==> src/rtl/adder_arbiter.sv <==
// Round-robin arbiter sharing one external adder among NREQ requesters.
// A lock bit chains consecutive grants into a multi-word add through the registered carry.
module adder_arbiter #(
    parameter int WIDTH = 32,
    parameter int NREQ  = 4,
    parameter int IDW   = 2
) (
    input  logic                  i_clk,
    input  logic                  i_reset,
    input  logic [NREQ-1:0]       i_req,
    input  logic [NREQ-1:0]       i_lock,
    input  logic [NREQ*WIDTH-1:0] i_a_in,
    input  logic [NREQ*WIDTH-1:0] i_b_in,
    input  logic [NREQ-1:0]       i_cin_in,
    output logic [NREQ-1:0]       o_gnt,
    output logic [WIDTH-1:0]      o_add_a,
    output logic [WIDTH-1:0]      o_add_b,
    output logic                  o_add_cin,
    input  logic [WIDTH-1:0]      i_add_out,
    input  logic                  i_add_cout,
    output logic                  o_res_valid,
    input  logic                  i_res_ready,
    output logic [IDW-1:0]        o_res_id,
    output logic [WIDTH-1:0]      o_res_sum,
    output logic                  o_res_cout,
    output logic                  o_locked
);

    typedef enum logic {ST_ARB, ST_LOCKED} state_t;

    state_t           r_state;
    state_t           w_stateNext;
    logic [IDW-1:0]   r_ptr;
    logic [IDW-1:0]   r_owner;
    logic             r_carry;
    logic             r_resValid;
    logic [IDW-1:0]   r_resId;
    logic [WIDTH-1:0] r_resSum;
    logic             r_resCout;

    logic             w_free;
    logic             w_hasWinner;
    logic [IDW-1:0]   w_winner;
    logic [IDW-1:0]   w_cand;
    logic             w_grant;
    logic [WIDTH-1:0] w_aArr [NREQ];
    logic [WIDTH-1:0] w_bArr [NREQ];

    // Wrapping increment, also correct when NREQ is not a power of two.
    function automatic logic [IDW-1:0] incIdx(input logic [IDW-1:0] x);
        return (x == IDW'(NREQ - 1)) ? '0 : x + IDW'(1);
    endfunction

    always_comb begin
        for (int k = 0; k < NREQ; k++) begin
            w_aArr[k] = i_a_in[k*WIDTH +: WIDTH];
            w_bArr[k] = i_b_in[k*WIDTH +: WIDTH];
        end
    end

    assign w_free = !r_resValid || i_res_ready;

    // While locked only the owner may win; otherwise search upward from r_ptr.
    always_comb begin
        w_hasWinner = 1'b0;
        w_winner    = '0;
        w_cand      = r_ptr;
        if (r_state == ST_LOCKED) begin
            w_hasWinner = i_req[r_owner];
            w_winner    = r_owner;
        end else begin
            for (int i = 0; i < NREQ; i++) begin
                if (!w_hasWinner && i_req[w_cand]) begin
                    w_hasWinner = 1'b1;
                    w_winner    = w_cand;
                end
                w_cand = incIdx(w_cand);
            end
        end
    end

    assign w_grant = !i_reset && w_free && w_hasWinner;

    always_ff @(posedge i_clk) begin
        if (i_reset) begin
            r_state <= ST_ARB;
        end else begin
            r_state <= w_stateNext;
        end
    end

    always_comb begin
        w_stateNext = r_state;
        case (r_state)
            ST_ARB: begin
                if (w_grant && i_lock[w_winner]) begin
                    w_stateNext = ST_LOCKED;
                end
            end
            ST_LOCKED: begin
                if (w_grant && !i_lock[r_owner]) begin
                    w_stateNext = ST_ARB;
                end else if (w_free && !i_req[r_owner]) begin
                    w_stateNext = ST_ARB;
                end
            end
            default: w_stateNext = ST_ARB;
        endcase
    end

    always_comb begin
        o_gnt     = '0;
        o_add_a   = '0;
        o_add_b   = '0;
        o_add_cin = 1'b0;
        if (w_grant) begin
            o_gnt[w_winner] = 1'b1;
            o_add_a         = w_aArr[w_winner];
            o_add_b         = w_bArr[w_winner];
            o_add_cin       = (r_state == ST_LOCKED) ? r_carry : i_cin_in[w_winner];
        end
    end

    // Result slot, carry feedback and round-robin pointer.
    always_ff @(posedge i_clk) begin
        if (i_reset) begin
            r_resValid <= 1'b0;
            r_resId    <= '0;
            r_resSum   <= '0;
            r_resCout  <= 1'b0;
            r_carry    <= 1'b0;
            r_ptr      <= '0;
            r_owner    <= '0;
        end else begin
            if (w_grant) begin
                r_resValid <= 1'b1;
                r_resId    <= w_winner;
                r_resSum   <= i_add_out;
                r_resCout  <= i_add_cout;
                r_carry    <= i_add_cout;
            end else if (i_res_ready) begin
                r_resValid <= 1'b0;
            end
            if (r_state == ST_ARB && w_grant) begin
                r_ptr <= incIdx(w_winner);
                if (i_lock[w_winner]) begin
                    r_owner <= w_winner;
                end
            end else if (r_state == ST_LOCKED && w_stateNext == ST_ARB) begin
                r_ptr <= incIdx(r_owner);
            end
        end
    end

    assign o_res_valid = r_resValid;
    assign o_res_id    = r_resId;
    assign o_res_sum   = r_resSum;
    assign o_res_cout  = r_resCout;
    assign o_locked    = (r_state == ST_LOCKED);

endmodule

==> config.mk <==
export PLATFORM = sky130hd
export DESIGN_NAME = adder_arbiter
export DESIGN_NICKNAME = d
export VERILOG_FILES = /design/src/rtl/adder_arbiter.sv
export SDC_FILE = /design/constraint.sdc
export NUM_CORES = 1
export LEC_CHECK = 0
export CORE_AREA = 2 2 158 160
export CTS_BUF_LIST = sky130_fd_sc_hd__clkbuf_8
export CTS_CLUSTER_SIZE = 24
export DETAILED_ROUTE_END_ITERATION = 16
export DIE_AREA = 0 0 160 162
export GPL_ROUTABILITY_DRIVEN = 1
export GPL_TIMING_DRIVEN = 0
export SLEW_MARGIN = 30
export SYNTH_ARGS = -nofsm -noshare
export SYNTH_HDL_FRONTEND = slang
export SYNTH_SLANG_ARGS = --single-unit
==> constraint.sdc <==
create_clock -name i_clk -period 3.58 [get_ports i_clk]
set_clock_uncertainty 0.05 [all_clocks]
set_input_delay 0.537 -clock i_clk [delete_from_list [all_inputs] [get_ports i_clk]]
set_output_delay 0.537 -clock i_clk [all_outputs]
set_load 0.01 [all_outputs]
==> results of run 1 <==
## where the power goes
part | leakage (nW) | internal, mW | total, mW | switching (mW)
combinational | 3.53 | 5.22 | 10.2 | 4.98
sequential | 0.338 | 0.554 | 0.620 | 0.0658
clock | 0.0512 | 0.156 | 0.323 | 0.167
total | 3.91 | 5.93 | 11.1 | 5.22
## cell usage in the layout (no fill, tap or decap), drive strengths merged, types with 3 or more instances in the layout
cell	netlist	routed
o31ai	3	3
dfxtp	41	41
nand2	71	71
buf	26	137
nor3	3	3
nand3b	4	4
nor2b	66	66
and2	5	5
diode	0	3
clkbuf	37	45
nor2	5	5
dlygate4sd2	0	5
mux2i	72	72
inv	10	10
a21oi	36	36
o21ai	8	8
clkdlybuf4s50	0	335
ha	6	6
a211oi	132	132
mux4	4	4
## cell usage after synthesis (6+ instances only)
master / n / area share [%]
nor2b_1: 66 / 9.2
dfxtp_1: 41 / 18
o21ai_0: 6 / 0.67
buf_2: 14 / 1.6
nand2_1: 71 / 5.9
a21oi_1: 36 / 4.0
buf_6: 8 / 2.0
a211oi_1: 111 / 19
clkbuf_1: 37 / 3.1
a211oi_2: 21 / 5.8
mux2i_1: 72 / 16
ha_1: 6 / 1.7
inv_1: 8 / 0.67
## critical path, delay by kind of cell, from the launching register on
kind / cells / cell delay, ns
flip-flops: 1 / 0.36
multiplexers: 2 / 0.79
AO/OA/AOI/OAI: 3 / 0.53
adder cells (fa/ha/maj): 1 / 0.29
buffers and inverters: 6 / 0.93
## cell families (layout without fill, tap and decap cells)
kind of cell    after synthesis  in the layout  synth area share [%]
fa+ha+maj                     6              6                  1.67
mux                          78             78                  18.6
simple gates                164            164                  18.9
compound gates              202            202                  34.5
buf+inv                      73            536                  7.99
xor+xnor                      1              1                 0.195
other cells                   0              3                     0
flops                        41             41                  18.3
## per-layer routing
metal	vias up	GRT usage [%]
met3	26	5.64
met5	-	0
met1	2948	26.0
met2	264	36.9
met4	0	3.77
li1	3048	-
## stage by stage
step	utilization [%]	cell area, µm²
after global placement	37.3	8980
after floorplan	-	4490
after CTS	41.6	10000
after global routing	43.5	10500
final	43.5	10500
after detailed placement	37.3	8980
## path summary, 6_finish.rpt
path / slack, ns / cells past startpoint / end
worst min-delay path: 0.41 / 2 / o_res_sum[2]$_SDFFE_PP0P_
worst max-delay path: -0.23 / 12 / o_add_b[6]
worst max register to register: 0.52 / 13 / o_locked$_SDFF_PP0_
worst min register to register: 0.41 / 2 / o_res_sum[2]$_SDFFE_PP0P_
## layout make-up
type                       instances  area share, %
clock buffer                       6          0.787
tap                              324           3.86
clock inverter                     2          0.131
inverter                          10          0.429
buffer                            62           6.63
multi-input combinational        451           38.0
timing repair buffer             456           42.2
sequential                        41           7.87
antenna                            3         0.0715
## registers in the layout (all words and copies together) (netlist names)
signal / flops
o_res_cout: 1
r_ptr: 2
o_res_sum: 32
o_res_valid: 1
o_locked: 1
r_owner: 2
o_res_id: 2
## what timing repair did
item,4_1_cts,5_1_grt
setup endpoints to repair,71,69
endpoints found under the hold margin,0,0
pin swaps,42,25
setup buffers,34,4
gates resized for setup,507,83
cloned,8,2
==> results.yml, run 1 <==
outcome:
  status: "complete, but fails checks"
  violations: "negative setup slack"
grt:
  grt_overflow: 0
  grt_pass1_vias: 6445
  grt_pass1_wl_mm: 41.8
  grt_use_total_pct: 21.0
  grt_max_degree: 14
  antenna_found_initial: 3
layout:
  nets: 1337
  nFillCells: 2438
  multi_input_area_um2: 3990
  layout-drive-gt1-share_pct: 30.2
  layout.cells.non_filler: 1355
  areaGrowthSynthToFinish_pct: 134
  seqCellArea_um2: 826
detailed_routing:
  wl_met2_mm: 14.4
  first_pass_iters: 4
  highest_layer: "met4"
  met1_length_mm: 11.9
  vias_per_cell: 4.64
  wl_per_cell_um: 21.3
  drt-total-wl_mm: 28.9
  wl_met3_mm: 2.22
  drc_errors: 0
  via_count: 6286
  drt-initial-drc-count: 311
  ant_nets: 0
synth:
  yosysSeqAreaShare_pct: 18.3
  synth-main-ff-cell: "dfxtp_1"
  yosysWarnings: 0
  synth_cells: 565
  synth_nets: 875
  synth_edf_count: 0
  synthArstFlopShare_pct: 0
  synth_area_per_cell_um2: 7.95
  syn_area_um2: 4490
  ys_seq_elements: 41
  synth_cell_types: 53
timing:
  setup_viol: 68
  final.period_utilization_pct: 106
  slew_violations: 0
  maxSlewHeadroom_pct: 68.9
  fmax_mhz: 263
  period_minus_slack_ns: 3.81
  fin_setup_tns_ns: -7.90
  whs_ns: 0.406
  setup_ws_ns: -0.229
  worstMarginPinSlew_ns: 0.467
  rsz0062_at_grt: "true"
  final_hold_viol_count: 0
floorplanning:
  die_x_um: 160
  ios: 410
  chipHeight_um: 162
  initial_core_util_pct: 18.6
  std_cell_rows: 57
  die_area_um2: 25900
  core_area_um2: 24100
pwr:
  cellPowerDensity_nw_per_um2: 1060
  power.leakage_nw: 3.91
  power_mw: 11.1
  peakVddDrop_mv: 0.456
clock_tree:
  cts_buffer_depth: 2
  cts_sinks: 41
  clkSlewWorstSetupHoldPaths_ns: 0.08
  cts-root-buf: "clkbuf_8"
  cts_max_level: 2
  cts_hold_buffers: 0
  worstSkewPairLatency_ns: 0.29
  cts_buffers: 5
  tritoncts: "built"
min_path:
  hp-class: "reg -> reg"
  min_from: "o_res_sum[2]$_SDFFE_PP0P_"
place:
  hpwl_mm: 22.0
  dpl.cell_count: 1297
  dpl_worst_slack_ns: -1.68
  gp_congestion: 0.854
  numPortBuffers: 408
critical_path:
  r2r-start: "r_ptr[1]$_SDFFE_PP0P_"
  path_common_cell: "buf_12"
  crit_start: "r_ptr[1]$_SDFFE_PP0P_"
  cp_slowest_cell: "mux4_2"
  endpoint_kind: "output pin"
  path_class: "reg -> out"
  worstPathRequired_ns: 2.99
  max_stage_delay_ns: 0.54
  cp_max_fo: 6
  critPathLaunchType: "register"
  crit_chain: "ha_4, mux4_2, buf_6, o2111a_2, o22ai_4, buf_12, buf_8, buf_12, buf_12, mux2i_4, a211oi_2, clkdlybuf4s15_2"
  worstPathArrival_ns: 3.22
job:
  max-cap-violations: 0
Power figures use the tool's default switching activity.
==> run 2: changes to the inputs <==
--- a/config.mk
+++ b/config.mk
@@ -5,6 +5,7 @@
 export SDC_FILE = /design/constraint.sdc
 export NUM_CORES = 1
 export LEC_CHECK = 0
+export CAP_MARGIN = 10
 export CORE_AREA = 2 2 158 160
 export CTS_BUF_LIST = sky130_fd_sc_hd__clkbuf_8
 export CTS_CLUSTER_SIZE = 24
==> results of run 2 <==
No change in the layout: final DEF, timing and power equal those of run 1.
